--- src/rtl/rdata3_pixel_unpacker.sv ---
// +----------------------------------------------------------------------------+
// | rdata3_pixel_unpacker                                                      |
// | Unpacks channel-3 read-FIFO words into a framed RGB565 valid/ready stream. |
// | Revision: 1.0                                                              |
// +----------------------------------------------------------------------------+
`default_nettype none

module rdata3_pixel_unpacker #(
    parameter int c_RD_DATA_WIDTH = 32,
    parameter int c_PIX_WIDTH     = 16,
    parameter int c_H_ACTIVE      = 1920,
    parameter int c_V_ACTIVE      = 1080,
    parameter int c_CNT_WIDTH     = 12
) (
    input  logic                       rd_clk,
    input  logic                       rd_rst_n,
    input  logic                       frame_start,
    output logic                       fifo_rd_en,
    input  logic [c_RD_DATA_WIDTH-1:0] fifo_rd_data,
    input  logic                       fifo_rd_empty,
    output logic [c_PIX_WIDTH-1:0]     m_pix_data,
    output logic                       m_pix_valid,
    input  logic                       m_pix_ready,
    output logic                       m_pix_sof,
    output logic                       m_pix_eol,
    output logic                       m_pix_eof,
    output logic                       busy,
    output logic                       err_restart
);

    localparam int c_FRAME_WORDS = c_H_ACTIVE * c_V_ACTIVE / 2;
    localparam int c_WL_WIDTH    = $clog2(c_FRAME_WORDS + 1);
    localparam logic [c_CNT_WIDTH-1:0] c_X_LAST = c_CNT_WIDTH'(c_H_ACTIVE - 1);
    localparam logic [c_CNT_WIDTH-1:0] c_Y_LAST = c_CNT_WIDTH'(c_V_ACTIVE - 1);

    typedef enum logic [0:0] {
        ST_IDLE = 1'b0,
        ST_RUN  = 1'b1
    } state_t;

    state_t                     r_state;
    logic [c_WL_WIDTH-1:0]      r_words_left;
    logic [c_RD_DATA_WIDTH-1:0] r_buf [2];
    logic [1:0]                 r_buf_count;
    logic                       r_wr_ptr;
    logic                       r_rd_ptr;
    logic                       r_half;
    logic                       r_inflight;
    logic [c_CNT_WIDTH-1:0]     r_x;
    logic [c_CNT_WIDTH-1:0]     r_y;

    logic                       w_run;
    logic [c_RD_DATA_WIDTH-1:0] w_head;
    logic [c_PIX_WIDTH-1:0]     w_pix_next;
    logic                       w_pix_avail;
    logic                       w_accept;
    logic                       w_load;
    logic                       w_pop;
    logic                       w_last;
    logic [c_CNT_WIDTH-1:0]     w_x_adv;
    logic [c_CNT_WIDTH-1:0]     w_y_adv;
    logic [c_CNT_WIDTH-1:0]     w_x_ld;
    logic [c_CNT_WIDTH-1:0]     w_y_ld;

    assign w_run      = (r_state == ST_RUN);
    assign fifo_rd_en = w_run & ~fifo_rd_empty & (r_words_left != '0)
                      & ((r_buf_count + {1'b0, r_inflight}) < 2'd2);

    // With the buffer empty the word arriving from the FIFO is used directly,
    // which gives the first pixel three cycles after frame_start.
    assign w_head      = (r_buf_count != 2'd0) ? r_buf[r_rd_ptr] : fifo_rd_data;
    assign w_pix_avail = w_run & ((r_buf_count != 2'd0) | r_inflight);
    assign w_pix_next  = r_half ? w_head[2*c_PIX_WIDTH-1:c_PIX_WIDTH]
                                : w_head[c_PIX_WIDTH-1:0];

    assign w_accept = m_pix_valid & m_pix_ready;
    assign w_load   = w_pix_avail & (~m_pix_valid | m_pix_ready);
    assign w_pop    = w_load & r_half;
    assign w_last   = w_accept & m_pix_eof;

    // x/y name the oldest pixel not yet accepted; the pixel being loaded sits
    // one position further on when the current one is accepted in this cycle.
    always_comb begin
        w_x_adv = r_x + c_CNT_WIDTH'(1);
        w_y_adv = r_y;
        if (r_x == c_X_LAST) begin
            w_x_adv = '0;
            w_y_adv = (r_y == c_Y_LAST) ? '0 : r_y + c_CNT_WIDTH'(1);
        end
        w_x_ld = w_accept ? w_x_adv : r_x;
        w_y_ld = w_accept ? w_y_adv : r_y;
    end

    always_ff @(posedge rd_clk) begin
        if (!rd_rst_n) begin
            r_state      <= ST_IDLE;
            r_words_left <= '0;
            r_buf[0]     <= '0;
            r_buf[1]     <= '0;
            r_buf_count  <= '0;
            r_wr_ptr     <= 1'b0;
            r_rd_ptr     <= 1'b0;
            r_half       <= 1'b0;
            r_inflight   <= 1'b0;
            r_x          <= '0;
            r_y          <= '0;
            m_pix_data   <= '0;
            m_pix_valid  <= 1'b0;
            m_pix_sof    <= 1'b0;
            m_pix_eol    <= 1'b0;
            m_pix_eof    <= 1'b0;
            busy         <= 1'b0;
            err_restart  <= 1'b0;
        end else begin
            r_inflight <= fifo_rd_en;
            if (fifo_rd_en) begin
                r_words_left <= r_words_left - c_WL_WIDTH'(1);
            end
            if (r_inflight) begin
                r_buf[r_wr_ptr] <= fifo_rd_data;
                r_wr_ptr        <= ~r_wr_ptr;
            end
            if (w_pop) begin
                r_rd_ptr <= ~r_rd_ptr;
            end
            if (w_load) begin
                r_half <= ~r_half;
            end
            r_buf_count <= r_buf_count + {1'b0, r_inflight} - {1'b0, w_pop};

            if (w_accept) begin
                r_x <= w_x_adv;
                r_y <= w_y_adv;
            end

            if (w_load) begin
                m_pix_valid <= 1'b1;
                m_pix_data  <= w_pix_next;
                m_pix_sof   <= (w_x_ld == '0) && (w_y_ld == '0);
                m_pix_eol   <= (w_x_ld == c_X_LAST);
                m_pix_eof   <= (w_x_ld == c_X_LAST) && (w_y_ld == c_Y_LAST);
            end else if (w_accept) begin
                m_pix_valid <= 1'b0;
                m_pix_sof   <= 1'b0;
                m_pix_eol   <= 1'b0;
                m_pix_eof   <= 1'b0;
            end

            case (r_state)
                ST_IDLE: begin
                    if (frame_start) begin
                        r_state      <= ST_RUN;
                        busy         <= 1'b1;
                        r_words_left <= c_WL_WIDTH'(c_FRAME_WORDS);
                        r_x          <= '0;
                        r_y          <= '0;
                    end
                end
                ST_RUN: begin
                    if (frame_start) begin
                        err_restart <= 1'b1;
                    end
                    if (w_last) begin
                        r_state <= ST_IDLE;
                        busy    <= 1'b0;
                    end
                end
                default: begin
                    r_state <= ST_IDLE;
                    busy    <= 1'b0;
                end
            endcase
        end
    end

endmodule

`default_nettype wire

--- config.mk ---
export PLATFORM = sky130hd
export DESIGN_NAME = rdata3_pixel_unpacker
export DESIGN_NICKNAME = d
export VERILOG_FILES = /design/src/rtl/rdata3_pixel_unpacker.sv
export SDC_FILE = /design/constraint.sdc
export NUM_CORES = 1
export LEC_CHECK = 0
export ABC_AREA = 0
export BUFFER_PORTS_ARGS = -buffer_cell sky130_fd_sc_hd__buf_2
export CAP_MARGIN = 30
export CORE_UTILIZATION = 35
export DETAILED_ROUTE_END_ITERATION = 10
export GPL_ROUTABILITY_DRIVEN = 0
export SLEW_MARGIN = 25
export SYNTH_ARGS = -nofsm -noshare
export SYNTH_HDL_FRONTEND = slang
export SYNTH_SLANG_ARGS = --single-unit
--- constraint.sdc ---
create_clock -name rd_clk -period 3.95 [get_ports rd_clk]
set_input_delay 0.5925 -clock rd_clk [delete_from_list [all_inputs] [get_ports rd_clk]]
set_output_delay 0.5925 -clock rd_clk [all_outputs]
set_load 0.005 [all_outputs]
Word level (Yosys, flattened, before mapping)
Memory sizes are Yosys's and may differ from the RTL's. A register that Yosys moved wholly into a read port is not among the register bits.
Cells that the tools add are included.

word-level totals
  register bits after elaboration = 73
  RAM bits = 64
  bits of input ports = 37
  output and inout bits = 23
  logic and storage cells = 89
  memories = 1

operators by class
  $add $sub $neg = 5
  order comparisons = 1
  equal/unequal tests = 6
  mux-type cells = 34
  bitwise gates (word level) = 16
  reductions and logical operators = 10

memory list
  name   words  width  read ports  clocked after Yosys merged registers in  wr ports  line  source
  r_buf  2      32     1           1                                        2         43    logic [c_RD_DATA_WIDTH-1:0] r_buf [2];

operator list
  operator                                            number
  two-way mux 12 bit                                  9
  two-way mux 32 bit                                  2
  two-way mux 20 bit                                  3
  == test 12 x 11 -> 1 bit, second input constant     4
  OR reduction 32 bit                                 1
  adder 12 x 1 -> 12 bit, second input constant       2
  zero test 12 bit                                    2
  nonzero test 20 bit                                 1
  subtractor 20 x 1 -> 20 bit, second input constant  1
  two-way mux 1 bit                                   17
  two-way mux 16 bit                                  1
  AND 1 bit                                           8
  NOT 1 bit                                           6
  one-hot mux 1 bit (2 select lines)                  2
  AND reduction 2 bit                                 2
  nonzero test 2 bit                                  2
  adder 2 x 1 -> 2 bit                                1
  logical AND 1 bit                                   2
  < comparator 2 bit, second input constant           1
  != test 2 x 1 -> 1 bit, second input constant       1
  != test 2 bit, second input constant                1
  bitwise OR 1 bit                                    2
  subtractor 2 x 1 -> 2 bit                           1

Depth between registers and ports, before layout
Gate-level depths: netlist of the first run.

  depth after elaboration = 7
  gate-level depth with buffers = 11
  gate-level depth less buffers = 10

Worst setup path after synthesis of the first run
No wires, ideal clock.

  path kind = register to register
  start = register r_inflight
  end = memory r_buf[0][0], enable pin
  setup time = 0.466 ns
  arrival = 2.719 ns
  data required time = 3.484 ns
  slack = 0.765 ns
  cell stages (with the launch flop) = 3
  buffers on the path = 0
  period minus slack after synthesis = 3.185 ns
  cells stage by stage = dfxtp_1 > inv_1 > o21ai_0

RTL lines
  what                      line  source
  start: declaration        48    logic r_inflight;
  start signal: assignment  115   r_inflight <= fifo_rd_en;
  end: declaration          43

Worst setup path in the final report of the first run
  start = register r_words_left[4]
  end = output port fifo_rd_en

between the ends
  cells in the longest elaborated chain, start to end = 3

ends and longest elaborated chain
  what                      line  source
  start: declaration        42    logic [c_WL_WIDTH-1:0] r_words_left;
  start signal: assignment  117   r_words_left <= r_words_left - c_WL_WIDTH'(1);
  start signal: assignment  154   r_words_left <= c_WL_WIDTH'(c_FRAME_WORDS);
  nonzero test 20 bit       66    assign fifo_rd_en = w_run & ~fifo_rd_empty & (r_words_left != '0)
  AND 1 bit                 66
  AND 1 bit                 67    & ((r_buf_count + {1'b0, r_inflight}) < 2'd2);
  end: declaration          18    output logic fifo_rd_en,

No other way between the ends.

==> impl_metrics.env, run 1 <==
export IMPL_synth_avg_cell_area_um2=10.7
export IMPL_critical_path_peak_fanout=14
export IMPL_ys_types=54
export IMPL_wl_um=14500
export IMPL_clockBufferDepth=2
export IMPL_fp_dieArea_mm2=0.0194
export IMPL_fmax_ghz=0.299
export IMPL_grtUsageTotal_pct=15.7
export IMPL_antenna_found_initial=0
export IMPL_dpl_instance_area_mm2=0.00712
export IMPL_final_nets=716
export IMPL_coreArea_mm2=0.0182
export IMPL_p_seq_share_pct=46.1
export IMPL_async_reset_ff_share_pct=0
export IMPL_dp_slack_ns=1.07
export IMPL_swShare_pct=23.7
export IMPL_grt_pass1_wl_um=24100
export IMPL_hold_slack_ns=0.473
export IMPL_overflow=0
export IMPL_hp_class="in -> reg"
export IMPL_start_util_pct=36.3
export IMPL_die_width_um=139
export IMPL_powerDensity_mw_per_mm2=444
export IMPL_postLayoutSetupSlackWorst_ns=0.606
export IMPL_skew_ns=0.00854
export IMPL_whs_path_depth=3
export IMPL_start_kind="flip-flop"
export IMPL_holdBufCountCts=0
export IMPL_wl_per_cell_um=15.9
export IMPL_internal_power_mw=2.62
export IMPL_tightest_slew_ns=0.940
export IMPL_htreeDepth=4
export IMPL_area_growth_pct=17.2
export IMPL_path_clk_slew_ns=0.06
export IMPL_port_buffers=59
export IMPL_cts_num_sinks=138
export IMPL_firstDrtPassIters=4
export IMPL_rsz0062_at_grt="no"
export IMPL_busiest_layer="met2"
export IMPL_setup_violations=0
export IMPL_min_period_ns=3.34
export IMPL_ant_nets=0
export IMPL_synthesis_area_mm2=0.00661
export IMPL_fin_tns_setup_ns=0
export IMPL_via_count=4716
export IMPL_syn_nets=664
export IMPL_met1_usage_pct=19.8
export IMPL_syn_inst=620
export IMPL_grt_max_degree=45
export IMPL_hp_start="frame_start"
export IMPL_worstSetupEndpointType="output port"
export IMPL_max_cap_violations=0
export IMPL_pwr_share_clk_pct=46.7
export IMPL_drive_above_1_share_pct=18.4
export IMPL_cts_tree="yes"
export IMPL_r2r_start="r_y[0]"
export IMPL_synth_edf_count=64
export IMPL_r2r_end="m_pix_sof"
export IMPL_min_period_over_period_pct=84.6
export IMPL_ys_ff_latch=138
export IMPL_ios=60
export IMPL_leakagePower_nw=2.90
export IMPL_gr_usage_met2_pct=26.6
export IMPL_row_count=49
export IMPL_p_sw_mw=0.815
export IMPL_via_per_inst=5.16
export IMPL_drtIter0Drc=265
export IMPL_grt_pass1_vias=4730
export IMPL_holdPathEnd="err_restart"
export IMPL_yosys_area_top_type_share_pct=29.1
export IMPL_synth_area_leaders="edfxtp_1, dfxtp_1, and2_1, mux4_2, nor2_1"
export IMPL_synth_main_ff_cell="dfxtp_1"
export IMPL_r2r_slack_ns=1.13
export IMPL_reg2regPathDepth=8
export IMPL_cp_data_arrival_time_ns=2.75
export IMPL_status="finished clean"
export IMPL_clk_latency_ns=0.41
export IMPL_cts_root_buf="clkbuf_16"
export IMPL_numCtsBuffers=17
export IMPL_max_slew_margin_rel_pct=36.9
export IMPL_fin_area_mm2=0.00775
export IMPL_cts_setup_buffers=0
export IMPL_n_antenna_cell=0
export IMPL_postLayoutCoreUtil_pct=42.5
export IMPL_hold_viol_final=0
export IMPL_yosys_warnings=0
export IMPL_drc=0
export IMPL_ir_drop_mv=0.305
export IMPL_hpwlAfterDp_um=9370
export IMPL_cts_resized=0
export IMPL_dieHeight_um=139
export IMPL_ys_seq_area_share_pct=51.5
export IMPL_crit_type="reg -> out"
export IMPL_cp_required_ns=3.36
export IMPL_power_frac_comb_pct=7.2
export IMPL_yosys_area_top_type="edfxtp_1"
export IMPL_drv_slew=0
export IMPL_met3_usage_pct=3.68
cell type report:
cell class / instances / area, um2
clock buffers: 19 / 443
flip-flops and latches: 138 / 3400
clock inverters: 13 / 160
well taps: 229 / 287
inverters: 10 / 37.5
repair buffers: 69 / 390
fillers: 1690 / 10500
multi-input cells: 436 / 3030
cell families after synthesis:
logic type                 after synthesis  share of synthesized area [%]
and+or+nand+nor                        274                           23.1
muxes                                   34                           8.17
buffers and inverters                   46                           2.88
adders and majority gates                7                           1.32
AOI/OAI and AO/OA                       84                           8.12
DFF                                    138                           51.5
xor gates and xnor gates                37                           4.90
flip-flops by register name, summed over array words and instances (netlist names), 2 cells and up, named ones only:
signal / cells
r_y: 12
m_pix_data: 16
r_words_left: 20
r_buf_count: 2
r_buf: 64
r_x: 12
layer usage:
metal / up-vias / wire length [um]
met5: - / 0
met4: 0 / 156
met3: 13 / 421
met2: 78 / 7140
met1: 2292 / 6770
li1: 2333 / -
power groups by stage:
stage                     registers (mW)  logic, mW  clock network (mW)
after global placement              1.61      0.239                   0
after CTS                           1.59      0.246                1.65
final                               1.59      0.248                1.61
after floorplan                     1.60      0.171                   0
after detailed placement            1.62      0.245                   0
after global routing                1.59      0.277                1.72
cell usage after synthesis, types with 2 or more instances:
master and n:
dfxtp_1 74, nor2_1 72, o31ai_1 5, nand3_1 18, xnor2_1 23, nand4b_1 4
nand2_1 20, buf_1 2, and4_1 2, ha_1 7, buf_2 8, a2bb2oi_1 2
and3_1 6, nor4_1 10, nand4_1 8, nand2b_1 10, a21boi_0 10, a211oi_1 17
and2_1 68, inv_1 9, a21oi_1 28, mux2i_1 18, clkbuf_1 25, edfxtp_1 64
or3_1 3, a31oi_1 2, nor4b_1 2, mux4_2 16, nor3_1 18, xor2_1 14
nor2b_1 21, o21ai_0 12
cells in the final DEF, fill, tap and decap left out, types with 6 or more instances in the layout:
cell       count
nor2_1        71
inv_1          9
nand2b_1      10
nand4_1        8
and2_1        68
nor2b_1       21
nand3_1       18
buf_2         59
nand2_1       20
edfxtp_1      64
xnor2_1       23
o21ai_0       11
dfxtp_1       73
mux2i_1       18
a21boi_0      10
xor2_1        14
nor3_1        18
a211oi_1      17
mux4_2        16
ha_1           7
clkbuf_16     17
a21oi_1       28
and3_1         6
nor4_1        10
buf_4          9
worst max-delay path: stages, from the launching register on:
cell and delay (ns):
dfxtp_1 0.36, nor4_1 0.37, nand4b_1 0.23, nor4_1 0.34
or2_0 0.65, inv_2 0.21, buf_2 0.19
how the worst max path moves through the flow:
stage | startpoint | endpoint | depth (start not counted)
after floorplan | r_inflight | r_buf[0][0] | 2
after global placement | r_words_left[4] | fifo_rd_en | 6
after detailed placement | r_words_left[4] | fifo_rd_en | 6
after CTS | r_words_left[4] | fifo_rd_en | 6
after global routing | r_words_left[4] | fifo_rd_en | 6
final | r_words_left[4] | fifo_rd_en | 6
metrics by stage:
stage | cells | power, mW
after global placement | 881 | 1.85
after global routing | 914 | 3.58
after detailed placement | 881 | 1.86
after CTS | 913 | 3.48
after floorplan | 620 | 1.78
final | 914 | 3.44
(Power assumes the default switching activity.)
==> run 2: changes to the inputs <==
==> constraint.sdc (replaced) <==
create_clock -name rd_clk -period 2.8 [get_ports rd_clk]
set_input_delay 0.42 -clock rd_clk [delete_from_list [all_inputs] [get_ports rd_clk]]
set_output_delay 0.42 -clock rd_clk [all_outputs]
set_load 0.005 [all_outputs]
==> run 2 against run 1 <==
  * Die area unchanged
  * Combinational power increased by 46%
  * Hold slack got worse by 0.18 ns
  * Critical path type unchanged
  * Largest cell class unchanged
==> impl_metrics.env, run 2 (synthesized netlist as in run 1, its figures left out) <==
export IMPL_status="finished clean"
export IMPL_cts_tree="yes"
export IMPL_rsz0062_at_grt="no"
export IMPL_holdBufCountCts=0
export IMPL_max_cap_violations=0
export IMPL_layout_commonest_cell="dfxtp_1"
export IMPL_drv_slew=0
export IMPL_crit_type="reg -> out"
export IMPL_critical_path_peak_fanout=9
export IMPL_grt_pass1_vias=4969
export IMPL_via_count=4739
export IMPL_reg_top3="r_buf x64, r_words_left x20, m_pix_data x16"
export IMPL_fp_dieArea_mm2=0.0194
export IMPL_max_slew_margin_rel_pct=39.4
export IMPL_drtIter0Drc=228
export IMPL_area_growth_pct=18.9
export IMPL_start_kind="flip-flop"
export IMPL_cp_required_ns=2.38
export IMPL_skew_ns=0.0105
export IMPL_row_count=49
export IMPL_overflow=0
export IMPL_grt_pass1_wl_um=25200
export IMPL_final_nets=721
export IMPL_clockBufferDepth=2
export IMPL_hold_viol_final=0
export IMPL_dp_slack_ns=0.360
export IMPL_min_period_over_period_pct=94.5
export IMPL_multi_input_area_mm2=0.00305
export IMPL_hpwlAfterDp_um=9760
export IMPL_fmax_ghz=0.378
export IMPL_cts_num_sinks=138
export IMPL_grtUsageTotal_pct=16.6
export IMPL_port_buffers=59
export IMPL_htreeDepth=4
export IMPL_wl_per_cell_um=15.9
export IMPL_slowest_delay_ns=0.40
export IMPL_dpl_instance_area_mm2=0.00720
export IMPL_clk_latency_ns=0.42
export IMPL_drc=0
export IMPL_grt_max_degree=33
export IMPL_path_cells="nor4_1 > nand4b_1 > nor4_2 > or2_4 > inv_2 > buf_2"
export IMPL_die_width_um=139
export IMPL_dieHeight_um=139
export IMPL_seqCellArea_mm2=0.00340
export IMPL_worstSetupEndpointType="output port"
export IMPL_layout_common_cells="dfxtp_1, nor2_1, and2_1"
export IMPL_top_register="r_buf"
export IMPL_via_per_inst=5.16
export IMPL_ant_nets=0
export IMPL_cp_data_arrival_time_ns=2.22
export IMPL_powerDensity_mw_per_mm2=646
export IMPL_start_util_pct=36.3
export IMPL_crit_family="simple AND/OR/NAND/NOR gates"
export IMPL_path_clk_slew_ns=0.06
export IMPL_postLayoutSetupSlackWorst_ns=0.155
export IMPL_largest_reg_flops=64
export IMPL_n_antenna_cell=0
export IMPL_cts_root_buf="clkbuf_16"
export IMPL_fin_area_mm2=0.00786
export IMPL_wl_um=14600
export IMPL_hold_slack_ns=0.296
export IMPL_slowest_stage="nor4_1"
export IMPL_numCtsBuffers=17
export IMPL_ir_drop_mv=0.455
export IMPL_coreArea_mm2=0.0182
export IMPL_min_period_ns=2.64
export IMPL_antenna_found_initial=0
export IMPL_setup_violations=0
export IMPL_cp_num_buf_inv=2
export IMPL_fin_tns_setup_ns=0
export IMPL_hp_class="in -> reg"
export IMPL_tightest_slew_ns=0.908
export IMPL_drive_above_1_share_pct=19.0
export IMPL_firstDrtPassIters=4
export IMPL_ios=60
export IMPL_leakagePower_nw=2.93
export IMPL_fillers=1737
run 2: cell count changes in the layout (fill, tap and decap cells not counted), sizes merged:
cell	before	now
inv	16	10
clkbuf	19	17
buf	69	74
clkinv	4	5
clkinvlp	1	4
bufinv	2	6
run 2: final cells by class:
| class | count | area share [%] |
|---|---|---|
| clock inverter | 15 | 2.91 |
| sequential | 138 | 43.3 |
| multi-input combinational | 436 | 38.7 |
| timing repair buffer | 74 | 5.51 |
| clock buffer | 17 | 5.41 |
| tap | 229 | 3.64 |
| inverter | 10 | 0.477 |
run 2: power breakdown:
group	switching, mW	internal [mW]	leakage (nW)
clock	0.826	1.65	0.303
sequential	0.0486	2.19	1.26
combinational	0.206	0.157	1.37
total	1.08	4.00	2.93
run 2: worst min-delay path: cells and delay by family:
family	cells	cell delay, ns
and+or+nand+nor	1	0.09
buffers and inverters	1	0.11
AOI/OAI and AO/OA	1	0.06
run 2: final timing paths:
path | start | endpoint | slack, ns | cells after the start
worst min register to register | m_pix_eol | m_pix_eol | 0.48 | 2
worst min-delay path | frame_start | err_restart | 0.30 | 3
worst max register to register | r_x[0] | m_pix_eof | 0.37 | 8
worst max-delay path | r_words_left[4] | fifo_rd_en | 0.16 | 6
run 2: per-layer routing:
layer | track usage [%] | up-vias | wire length [um]
li1 | - | 2325 | -
met2 | 27.4 | 107 | 7180
met4 | 6.20 | 0 | 153
met5 | 0 | - | 0
met1 | 20.5 | 2294 | 6380
met3 | 4.78 | 13 | 876
run 2: what timing repair did:
action	4_1_cts	5_1_grt
setup endpoints to repair	1	1
resized for setup	1	2
setup buffers	0	0
run 2: stage by stage:
step	power [mW]	util (%)	std cells
after floorplan	2.50	-	620
after global placement	2.62	39.5	887
after detailed placement	2.64	39.5	887
after CTS	5.14	43.1	919
after global routing	5.29	43.2	919
final	5.08	43.2	919
